===== config.mk =====
export PLATFORM = sky130hd
export DESIGN_NAME = voice_allocator_flat
export DESIGN_NICKNAME = d
export VERILOG_FILES = /design/src/rtl/voice_allocator_pkg.sv /design/src/rtl/voice_allocator_if.sv /design/src/rtl/voice_allocator_voice_slot.sv /design/src/rtl/voice_allocator.sv /design/src/flat_wrapper.sv
export SDC_FILE = /design/constraint.sdc
export NUM_CORES = 1
export LEC_CHECK = 0
export ABC_AREA = 1
export CAP_MARGIN = 20
export CORE_ASPECT_RATIO = 2
export CORE_MARGIN = 1.5
export CORE_UTILIZATION = 50
export DETAILED_ROUTE_END_ITERATION = 8
export PLACE_DENSITY = 0.76
export SLEW_MARGIN = 20
export SYNTH_ARGS = -nofsm -noshare
export SYNTH_HDL_FRONTEND = slang
export SYNTH_SLANG_ARGS = --single-unit

===== constraint.sdc =====
create_clock -name clk -period 2.1 [get_ports clk]
set_input_delay 0.315 -clock clk [delete_from_list [all_inputs] [get_ports clk]]
set_output_delay 0.315 -clock clk [all_outputs]
set_load 0.02 [all_outputs]

===== src/rtl/voice_allocator_pkg.sv =====
// Shared constants for the voice allocator: rest code, default widths, voice-count ceiling.
package voice_allocator_pkg;
    localparam int NOTE_REST  = 0;
    localparam int NOTE_W_DEF = 6;
    localparam int DUR_W_DEF  = 6;
    localparam int MAX_VOICES = 8;
endpackage


===== src/rtl/voice_allocator_if.sv =====
// Note offer channel from the song reader: valid/ready with note code and beat duration.
interface voice_allocator_if
    import voice_allocator_pkg::*;
#(
    parameter int NOTE_W = NOTE_W_DEF,
    parameter int DUR_W  = DUR_W_DEF
);
    logic              note_valid;
    logic              note_ready;
    logic [NOTE_W-1:0] note_in;
    logic [DUR_W-1:0]  dur_in;

    modport master (output note_valid, output note_in, output dur_in, input note_ready);
    modport slave  (input note_valid, input note_in, input dur_in, output note_ready);
endinterface


===== src/rtl/voice_allocator_voice_slot.sv =====
// One voice slot: note register, beat countdown and active flag; load wins over tick, clear wins over both.
// Latency 1 from load to note/active/load_pulse; no backpressure of its own.
module voice_slot
    import voice_allocator_pkg::*;
#(
    parameter int NOTE_W = NOTE_W_DEF,
    parameter int DUR_W  = DUR_W_DEF
) (
    input  logic              clk,
    input  logic              r_n,
    input  logic              load,
    input  logic              tick,
    input  logic              clear,
    input  logic [NOTE_W-1:0] note_in,
    input  logic [DUR_W-1:0]  dur_in,
    output logic [NOTE_W-1:0] note,
    output logic              active,
    output logic              load_pulse
);
    logic [DUR_W-1:0] remaining;

    always_ff @(posedge clk or negedge r_n) begin
        if (!r_n) begin
            note       <= NOTE_W'(NOTE_REST);
            remaining  <= '0;
            active     <= 1'b0;
            load_pulse <= 1'b0;
        end else if (clear) begin
            note       <= NOTE_W'(NOTE_REST);
            remaining  <= '0;
            active     <= 1'b0;
            load_pulse <= 1'b0;
        end else begin
            load_pulse <= load;
            if (load) begin
                note      <= note_in;
                remaining <= dur_in;
                active    <= 1'b1;
            end else if (tick && active) begin
                // Last beat releases the slot and silences it in the same edge.
                if (remaining > DUR_W'(1)) begin
                    remaining <= remaining - DUR_W'(1);
                end else begin
                    remaining <= '0;
                    active    <= 1'b0;
                    note      <= NOTE_W'(NOTE_REST);
                end
            end
        end
    end
endmodule


===== src/rtl/voice_allocator.sv =====
// Polyphonic voice allocator: places each accepted note in the lowest free slot, 1-cycle load latency.
// Backpressure: note_ready drops when all slots are busy, paused, flushing or in reset.
module voice_allocator
    import voice_allocator_pkg::*;
#(
    parameter int NUM_VOICES = 3,
    parameter int NOTE_W     = NOTE_W_DEF,
    parameter int DUR_W      = DUR_W_DEF
) (
    input  logic                         clk,
    input  logic                         r_n,
    input  logic                         play,
    input  logic                         flush,
    input  logic                         beat,
    voice_allocator_if.slave             nif,
    output logic [NUM_VOICES-1:0]        voice_load,
    output logic [NUM_VOICES*NOTE_W-1:0] voice_note,
    output logic [NUM_VOICES-1:0]        voice_active,
    output logic                         all_idle
);
    localparam logic [NUM_VOICES-1:0] LSB_ONE = NUM_VOICES'(1);

    logic                  note_ready;
    logic                  accept;
    logic                  tick;
    logic [NUM_VOICES-1:0] free_vec;
    logic [NUM_VOICES-1:0] pick;
    logic [NUM_VOICES-1:0] slot_load;

    // Selection uses registered activity, so a slot freed this edge is only offered next cycle.
    assign free_vec   = ~voice_active;
    assign pick       = free_vec & (~free_vec + LSB_ONE);

    assign note_ready = r_n & play & ~flush & ~(&voice_active);
    assign accept     = nif.note_valid & note_ready & (nif.dur_in != '0);
    assign slot_load  = {NUM_VOICES{accept}} & pick;
    assign tick       = play & beat & ~flush;

    assign nif.note_ready = note_ready;
    assign all_idle       = ~|voice_active;

    for (genvar g = 0; g < NUM_VOICES; g++) begin : g_slot
        voice_slot #(
            .NOTE_W (NOTE_W),
            .DUR_W  (DUR_W)
        ) u_slot (
            .clk        (clk),
            .r_n        (r_n),
            .load       (slot_load[g]),
            .tick       (tick),
            .clear      (flush),
            .note_in    (nif.note_in),
            .dur_in     (nif.dur_in),
            .note       (voice_note[g*NOTE_W +: NOTE_W]),
            .active     (voice_active[g]),
            .load_pulse (voice_load[g])
        );
    end
endmodule


===== src/flat_wrapper.sv =====
// flat-port wrapper written by rule: the top's interface ports become plain ports
module voice_allocator_flat import voice_allocator_pkg::*;
#(
    parameter int NUM_VOICES = 3,
    parameter int NOTE_W     = NOTE_W_DEF,
    parameter int DUR_W      = DUR_W_DEF
)
  (clk, r_n, play, flush, beat, voice_load, voice_note, voice_active, all_idle, nif_note_valid, nif_note_in, nif_dur_in, nif_note_ready);
  voice_allocator_if #(.NOTE_W(NOTE_W), .DUR_W(DUR_W)) nif_i ();
  input  logic clk;
  input  logic r_n;
  input  logic play;
  input  logic flush;
  input  logic beat;
  output logic [NUM_VOICES-1:0] voice_load;
  output logic [NUM_VOICES*NOTE_W-1:0] voice_note;
  output logic [NUM_VOICES-1:0] voice_active;
  output logic all_idle;
  input wire logic [$bits(nif_i.note_valid)-1:0] nif_note_valid;
  input wire logic [$bits(nif_i.note_in)-1:0] nif_note_in;
  input wire logic [$bits(nif_i.dur_in)-1:0] nif_dur_in;
  output wire logic [$bits(nif_i.note_ready)-1:0] nif_note_ready;
  assign nif_i.note_valid = nif_note_valid;
  assign nif_i.note_in = nif_note_in;
  assign nif_i.dur_in = nif_dur_in;
  assign nif_note_ready = nif_i.note_ready;
  voice_allocator #(.NUM_VOICES(NUM_VOICES), .NOTE_W(NOTE_W), .DUR_W(DUR_W)) u_core (.clk(clk), .r_n(r_n), .play(play), .flush(flush), .beat(beat), .nif(nif_i), .voice_load(voice_load), .voice_note(voice_note), .voice_active(voice_active), .all_idle(all_idle));
endmodule

==> results of run 1 <==
## cell usage in the layout (no fill, tap or decap), drive strengths merged
| master | synthesis | layout |
|---|---|---|
| nand2 | 117 | 117 |
| o211ai | 2 | 2 |
| nand3b | 1 | 1 |
| ha | 6 | 6 |
| o21ai | 29 | 29 |
| buf | 14 | 15 |
| dfrtp | 42 | 42 |
| clkbuf | 0 | 5 |
| bufinv | 0 | 2 |
| nor2 | 24 | 24 |
| inv | 54 | 54 |
| nor3 | 2 | 2 |
| nand4 | 1 | 1 |
| nand3 | 64 | 64 |
| dlymetal6s2s | 0 | 1 |
| a31oi | 2 | 2 |
| clkdlybuf4s50 | 0 | 41 |
| o21a | 1 | 1 |
| clkinv | 0 | 1 |
| a21oi | 6 | 6 |
## critical path: stages (launching register included)
cell and delay (ns):
sky130_fd_sc_hd__dfrtp_1 0.48, sky130_fd_sc_hd__nor3_1 0.25, sky130_fd_sc_hd__clkdlybuf4s50_1 0.65
## metrics by stage
| stage | area [um^2] | setup slack (ns) |
|---|---|---|
| floorplan | 2650 | 0.619 |
| global placement | 3120 | 0.0382 |
| detailed placement | 3120 | 0.0105 |
| CTS | 3260 | 0.0222 |
| global route | 3260 | 0.0201 |
| finish | 3260 | 0.106 |
## power by group through the flow
stage	Combinational [mW]	Sequential, mW	Clock, mW
2_1_floorplan	1.39	1.08	0
3_3_place_gp	1.72	1.12	0
3_5_place_dp	1.77	1.12	0
4_1_cts	1.80	1.11	0.794
5_1_grt	2.12	1.13	0.816
6_report	1.81	1.11	0.774
## layout make-up
cell class | instances | share of cell area [%]
Clock buffer | 5 | 2.11
Multi-Input combinational cell | 255 | 38.8
Clock inverter | 3 | 2.11
Tap cell | 58 | 2.22
Timing Repair Buffer | 57 | 16.3
Sequential cell | 42 | 32.2
Inverter | 54 | 6.21
## timing repair
item / 4_1_cts / 5_1_grt
buffers inserted: 0 / 0
resized for setup: 0 / 1
endpoints found under the setup margin: 0 / 1
hold buffers: 0 / 0
## cells by family (layout without fill, tap and decap cells)
family / count (synthesis) / after routing
adder cells (fa/ha/maj): 6 / 6
AND/OR/NAND/NOR: 209 / 209
flip-flops: 42 / 42
buffers and inverters: 68 / 119
AO/OA/AOI/OAI: 40 / 40
## state kept, by name, indices dropped and copies added, names as in the netlist
| name | flops |
|---|---|
| u_core.g_slot.u_slot.load_pulse | 3 |
| u_core.g_slot.u_slot.remaining | 18 |
| u_core.g_slot.u_slot.active | 3 |
| u_core.g_slot.u_slot.note | 18 |
## per-layer routing
| layer | track usage, % | part of all wire, % | vias up | wire, um |
|---|---|---|---|---|
| met5 | 0 | 0 | - | 0 |
| met4 | 15.2 | 4.6 | 0 | 293 |
| met3 | 3.79 | 3.5 | 25 | 223 |
| met2 | 44.1 | 55 | 63 | 3530 |
| met1 | 28.1 | 37 | 1130 | 2390 |
| li1 | - | - | 1256 | - |
## worst max-delay path by stage
stage                                      endpoint  slack (ns)  depth (start not counted)                            startpoint
finish                                     all_idle        0.11                          2        u_core.g_slot[1].u_slot.active
CTS                                  nif_note_ready        0.02                          6                                  play
global route                               all_idle        0.02                          2        u_core.g_slot[1].u_slot.active
detailed placement  u_core.g_slot[0].u_slot.note[4]        0.01                          9                                  play
floorplan           u_core.g_slot[2].u_slot.note[0]        0.62                          7  u_core.g_slot[2].u_slot.remaining[0]
global placement                     nif_note_ready        0.04                          6                                  play
==> impl_metrics.csv, run 1 <==
group,metric,value,unit
sta,worst_slew_margin_rel,51.4,%
synthesis,synth-edff-count,0,
detailed_routing,dr.first_iter.drc_count,52,
power_and_ir_drop,power.ir.vdd_worst,0.000927,V
die,pin_count,44,
synthesis,postSynthAreaPerCell,7.26,um^2
synthesis,syn_inst,365,
setup_path,worstSetupEndpointType,"output pin",
power_and_ir_drop,static-leakage-power,1.76,nW
die,core_area,5140,um^2
detailed_routing,vias,2474,
worst_hold_path,min-delay-path-class,"in2async",
synthesis,syn-num-nets,389,
layout,final_net_count,439,
sta,max_freq,501,MHz
synthesis,synth.mux.area_fraction,0,%
detailed_routing,post-route-drc-count,0,
clock_network,cts_root_buffer,"sky130_fd_sc_hd__clkbuf_8",
synthesis,synth_seq_area_share,39.7,%
sta,tightestPinTransition,0.729,ns
detailed_routing,post_drt_wl_per_cell,13.6,um
sta,tns,0,ns
sta,drv_slew,0,
global_route,globalRoute.totalOverflow,0,
clock_network,clock_insertion_delay_worst_skew,0.30,ns
power_and_ir_drop,cellPowerDensity,1130,nW/um^2
layout,multiInputGateArea,1270,um^2
layout,seqCellArea,1050,um^2
synthesis,synth_largest_type_area_fraction,39.7,%
power_and_ir_drop,power.switching,1.58,mW
synthesis,synth_xor_area_share,0,%
layout,area.growth.synth_to_final,23.2,%
die,die_x,54.5,um
synthesis,synth.lib_cells_used.distinct,28,
layout,drive_gt1_share,9.86,%
power_and_ir_drop,switching_share,42.8,%
synthesis,yosys-top-cells-count,"116 x sky130_fd_sc_hd__nand2_1, 60 x sky130_fd_sc_hd__nand3_1, 53 x sky130_fd_sc_hd__inv_1",
global_route,grtUsageTotal,25.7,%
setup_path,worstPathMaxFanout,8,
synthesis,synth.largest_area_cell,"sky130_fd_sc_hd__dfrtp_1",
sta,final_setup_viols,0,
sta,final_period_minus_worst_setup_slack,1.99,ns
setup_path,reg2regPathDepth,7,
synthesis,synthMostInstantiatedCell,"sky130_fd_sc_hd__nand2_1",
die,floorplan.rows,37,
synthesis,synth_compound_area_share,9.35,%
place,finalWeightedCongestion,0.907,
power_and_ir_drop,comb_power_share,49.0,%
setup_path,r2r-end,"u_core.g_slot[1].u_slot.note[0]",
global_route,grt_antenna_before_repair,0,
layout,layout.filler_cells,470,
setup_path,worst_path_required_time,1.78,ns
detailed_routing,pre_repair_dr_iteration_count,4,
die,fp.dieH,106,um
global_route,first_global_vias,2457,
synthesis,yosys_most_used_dff,"sky130_fd_sc_hd__dfrtp_1",
sta,hold-worst-slack,0.0922,ns
global_route,grt_first_pass_wirelength,10.9,mm
power_and_ir_drop,pwr-share-seq,30.0,%
detailed_routing,final_antenna_net_count,0,
layout,layoutNonFillerInstCount,474,
synthesis,synthesis.area,2650,um^2
synthesis,synth_area_leaders,"sky130_fd_sc_hd__dfrtp_1 40%, sky130_fd_sc_hd__nand2_1 16%, sky130_fd_sc_hd__nand3_1 11%",
power_and_ir_drop,cell_internal_pwr,2.11,mW
synthesis,post_synth_and_or_nand_nor_area_fraction,35.6,%
power_and_ir_drop,share_clk_of_total_power,21.0,%
clock_network,cts-root-to-sink-buffers,2,
run,timing.max_cap.violations,0,
synthesis,synth_fa_ha_area_share,2.83,%
clock_network,clkSinkCount,42,
detailed_routing,routed_wirelength,6.44,mm
setup_path,reg2reg_setup_slack,0.20,ns
setup_path,worst_r2r_startpoint,"u_core.g_slot[1].u_slot.remaining[0]",
place,place_hpwl,4.92,mm
global_route,grt_max_degree,43,
power_and_ir_drop,post-layout-total-power,3.69,mW
layout,diodes,0,
setup_path,start_kind,"flop",
synthesis,asyncSetResetFlopFracSynth,100,%
synthesis,synth_top_family_by_area,"simple AND/OR/NAND/NOR gates",
place,dp_cells,466,
die,initial_core_util,51.5,%
synthesis,count_of_warnings_emitted_by_yosys,0,
clock_network,cts_made_buffers,5,
synthesis,number_of_synthesized_register_bits,42,
setup_path,worstPathArrival,1.68,ns
clock_network,clkSlewWorstSetupHoldPaths,0.08,ns
sta,hold_viol_final,0,
clock_network,cts_tree,"built",
place,port-buffer-count,43,
detailed_routing,route.detailed.vias_per_inst,5.22,
setup_path,crit_type,"reg2out",
sta,grt_setup_unrepaired,"no",
die,die-area,5770,um^2
layout,final_core_utilization,63.5,%
outcome,result_of_the_run,"complete, no violations",
clock_network,h-tree-depth,2,
sta,fin_skew,0.00718,ns
sta,period_utilization,95.0,%
Note: power is estimated with default switching activity, not from simulation.
==> run 2, diff against run 1 <==
--- a/config.mk
+++ b/config.mk
@@ -12,7 +12,7 @@
 export CORE_UTILIZATION = 50
 export DETAILED_ROUTE_END_ITERATION = 8
 export PLACE_DENSITY = 0.76
-export SLEW_MARGIN = 20
+export SLEW_MARGIN = 30
 export SYNTH_ARGS = -nofsm -noshare
 export SYNTH_HDL_FRONTEND = slang
 export SYNTH_SLANG_ARGS = --single-unit
==> results of run 2 <==
No change in the layout: final DEF, timing and power equal those of run 1.
==> run 3, diff against run 2 <==
--- a/config.mk
+++ b/config.mk
@@ -7,12 +7,12 @@
 export LEC_CHECK = 0
 export ABC_AREA = 1
 export CAP_MARGIN = 20
-export CORE_ASPECT_RATIO = 2
-export CORE_MARGIN = 1.5
+export CORE_MARGIN = 2
 export CORE_UTILIZATION = 50
 export DETAILED_ROUTE_END_ITERATION = 8
-export PLACE_DENSITY = 0.76
+export PLACE_DENSITY = 0.77
 export SLEW_MARGIN = 30
 export SYNTH_ARGS = -nofsm -noshare
 export SYNTH_HDL_FRONTEND = slang
+export SYNTH_HIERARCHICAL = 1
 export SYNTH_SLANG_ARGS = --single-unit
==> run 3 against run 2 <==
Largest cell class unchanged. Critical path type is now in2out. Die area decreased by 9.6%. Critical path depth increased by 3. Highest routed layer unchanged. Worst hold slack improved by 0.019 ns.
==> impl_metrics.csv, run 3 <==
group,metric,value,unit
outcome,result_of_the_run,"complete, no violations",
synthesis,yosys-top-cells-count,"126 x sky130_fd_sc_hd__nand2_1, 42 x sky130_fd_sc_hd__dfrtp_1, 36 x sky130_fd_sc_hd__inv_1",
layout,layout.filler_cells,387,
power_and_ir_drop,power.switching,0.409,mW
synthesis,number_of_synthesized_register_bits,42,
sta,grt_setup_unrepaired,"no",
die,initial_core_util,52.7,%
die,die-area,5210,um^2
sta,hold-worst-slack,0.111,ns
power_and_ir_drop,comb_power_share,11.6,%
clock_network,post_cts_resized,0,
detailed_routing,post_drt_wl_per_cell,13.5,um
power_and_ir_drop,pwr-share-seq,49.9,%
place,place_hpwl,4.43,mm
global_route,grt_antenna_before_repair,0,
synthesis,syn-num-nets,338,
layout,area.growth.synth_to_final,28.2,%
sta,final_period_minus_worst_setup_slack,2.02,ns
synthesis,synth-edff-count,0,
layout,diodes,0,
clock_network,cts_tree,"built",
setup_path,start_kind,"primary input",
clock_network,cts-root-to-sink-buffers,2,
sta,period_utilization,96.3,%
die,fp.dieH,72.2,um
clock_network,cts_made_buffers,5,
setup_path,worstPathArrival,1.71,ns
sta,drv_slew,0,
detailed_routing,routed_wirelength,5.75,mm
sta,fin_skew,0.00260,ns
synthesis,postSynthAreaPerCell,7.41,um^2
sta,worst_slew_margin_rel,64.4,%
synthesis,synth_largest_type_area_fraction,45.2,%
global_route,grtUsageTotal,24.4,%
global_route,globalRoute.totalOverflow,0,
sta,hold_viol_final,0,
sta,tightestPinTransition,0.534,ns
synthesis,synthesis.area,2330,um^2
setup_path,crit_type,"in2out",
clock_network,cts_root_buffer,"sky130_fd_sc_hd__clkbuf_8",
synthesis,syn_inst,314,
clock_network,h-tree-depth,2,
die,die_x,72.2,um
power_and_ir_drop,share_clk_of_total_power,38.5,%
global_route,first_global_vias,2106,
setup_path,worstPathMaxFanout,2,
place,finalWeightedCongestion,0.905,
die,pin_count,44,
global_route,grt_first_pass_wirelength,9.80,mm
layout,final_net_count,397,
synthesis,yosys_most_used_dff,"sky130_fd_sc_hd__dfrtp_1",
setup_path,worstSetupEndpointType,"output pin",
detailed_routing,vias,2172,
detailed_routing,route.detailed.vias_per_inst,5.10,
worst_hold_path,min-delay-path-class,"in2async",
run,timing.max_cap.violations,0,
clock_network,cts_hold_buffers,0,
power_and_ir_drop,cell_internal_pwr,1.25,mW
place,port-buffer-count,43,
sta,final_setup_viols,0,
synthesis,synthMostInstantiatedCell,"sky130_fd_sc_hd__nand2_1",
clock_network,clkSlewWorstSetupHoldPaths,0.08,ns
layout,drive_gt1_share,11.5,%
clock_network,cts_setup_buffers,0,
power_and_ir_drop,cellPowerDensity,558,nW/um^2
layout,most_common_cell_after_layout_fill_and_taps_aside,"sky130_fd_sc_hd__nand2_1",
detailed_routing,pre_repair_dr_iteration_count,4,
clock_network,clock_insertion_delay_worst_skew,0.30,ns
synthesis,synth_seq_area_share,45.2,%
detailed_routing,final_antenna_net_count,0,
setup_path,worst_path_required_time,1.78,ns
layout,mostFrequentLayoutCells,"126 x sky130_fd_sc_hd__nand2_1, 42 x sky130_fd_sc_hd__clkdlybuf4s50_1, 42 x sky130_fd_sc_hd__dfrtp_1, 36 x sky130_fd_sc_hd__inv_1, 24 x sky130_fd_sc_hd__nand3_1",
synthesis,synth.largest_area_cell,"sky130_fd_sc_hd__dfrtp_1",
detailed_routing,dr.first_iter.drc_count,129,
power_and_ir_drop,power.ir.vdd_worst,0.000451,V
synthesis,synth_area_leaders,"sky130_fd_sc_hd__dfrtp_1 45%, sky130_fd_sc_hd__nand2_1 20%, sky130_fd_sc_hd__inv_1 5.8%",
clock_network,clkSinkCount,42,
die,floorplan.rows,24,
power_and_ir_drop,static-leakage-power,1.59,nW
global_route,grt_max_degree,43,
power_and_ir_drop,switching_share,24.6,%
synthesis,asyncSetResetFlopFracSynth,100,%
synthesis,count_of_warnings_emitted_by_yosys,6,
die,core_area,4410,um^2
sta,max_freq,494,MHz
detailed_routing,post-route-drc-count,0,
sta,tns,0,ns
layout,top_regs,"u_core/g_slot.u_slot/note (18), u_core/g_slot.u_slot/remaining (18)",
synthesis,synth.lib_cells_used.distinct,17,
[run 3: cell types whose count changed after synthesis, moves of 3 or more]
cell | before | now
sky130_fd_sc_hd__nand2_1 | 116 | 126
sky130_fd_sc_hd__o21bai_1 | 0 | 12
sky130_fd_sc_hd__a21oi_1 | 3 | 0
sky130_fd_sc_hd__o21ai_2 | 3 | 0
sky130_fd_sc_hd__nand3_1 | 60 | 24
sky130_fd_sc_hd__xnor2_1 | 0 | 3
sky130_fd_sc_hd__o21ai_1 | 14 | 0
sky130_fd_sc_hd__nand3_4 | 3 | 0
sky130_fd_sc_hd__o21ai_0 | 12 | 15
sky130_fd_sc_hd__inv_1 | 53 | 36
sky130_fd_sc_hd__buf_4 | 7 | 0
sky130_fd_sc_hd__nand2_2 | 1 | 9
sky130_fd_sc_hd__inv_2 | 1 | 6
[run 3: per-stage QoR]
stage               instance area [um^2]  util [%]  power, mW  instances  setup slack [ns]
global route                        2980      67.6       1.73        426            0.0163
global placement                    2870      65.1       1.04        418            0.0224
finish                              2980      67.6       1.66        426            0.0769
floorplan                           2330         -      0.929        314             0.321
detailed placement                  2870      65.1       1.04        418           -0.0182
CTS                                 2980      67.6       1.67        426            0.0851
[run 3: cell families (layout without fill, tap and decap cells)]
kind of cell / count (synthesis) / after routing / share of synthesized area, %
AO/OA/AOI/OAI: 27 / 27 / 7.10
flip-flops: 42 / 42 / 45.2
adder cells (fa/ha/maj): 6 / 6 / 3.23
XOR/XNOR: 3 / 3 / 1.13
AND/OR/NAND/NOR: 191 / 191 / 35.1
buffers and inverters: 45 / 105 / 8.23
[run 3: worst max-delay path: stages]
cell and delay, ns:
sky130_fd_sc_hd__clkdlybuf4s50_1 0.46, sky130_fd_sc_hd__inv_1 0.08, sky130_fd_sc_hd__nand3_1 0.07, sky130_fd_sc_hd__nor2_2 0.14, sky130_fd_sc_hd__clkdlybuf4s50_1 0.64
[run 3: power groups by stage]
stage / logic (mW) / registers [mW] / clock network, mW
floorplan: 0.0787 / 0.851 / 0
global placement: 0.190 / 0.846 / 0
detailed placement: 0.193 / 0.846 / 0
CTS: 0.194 / 0.831 / 0.644
global route: 0.215 / 0.833 / 0.681
finish: 0.193 / 0.830 / 0.640
[run 3: metal layers]
layer | global-route usage, % | part of all wire (%)
met4 | 7.97 | 1.8
met2 | 40.3 | 48
met3 | 4.86 | 4.9
met5 | 0 | 0
met1 | 32.4 | 45
[run 3: worst paths after layout]
path	to	from	cells past startpoint	slack (ns)
worst max-delay path	nif_note_ready	flush	5	0.08
worst min-delay path	u_core/g_slot[0].u_slot/remaining[0]	r_n	2	0.11
worst max register to register	u_core/g_slot[2].u_slot/note[5]	u_core/g_slot[0].u_slot/active	10	0.28
worst min register to register	u_core/g_slot[0].u_slot/note[0]	u_core/g_slot[0].u_slot/note[0]	2	0.48
max in group asynchronous	u_core/g_slot[2].u_slot/remaining[1]	r_n	2	1.62
min in group clk	u_core/g_slot[0].u_slot/note[0]	u_core/g_slot[0].u_slot/note[0]	2	0.48
[run 3: final cells by class]
class | count | area (um^2) | share of cell area [%]
Sequential cell | 42 | 1050 | 35.2
Multi-Input combinational cell | 227 | 1080 | 36.3
Clock buffer | 6 | 72.6 | 2.43
Inverter | 42 | 158 | 5.29
Timing Repair Buffer | 55 | 515 | 17.3
Clock inverter | 2 | 37.5 | 1.26
Tap cell | 52 | 65.1 | 2.18
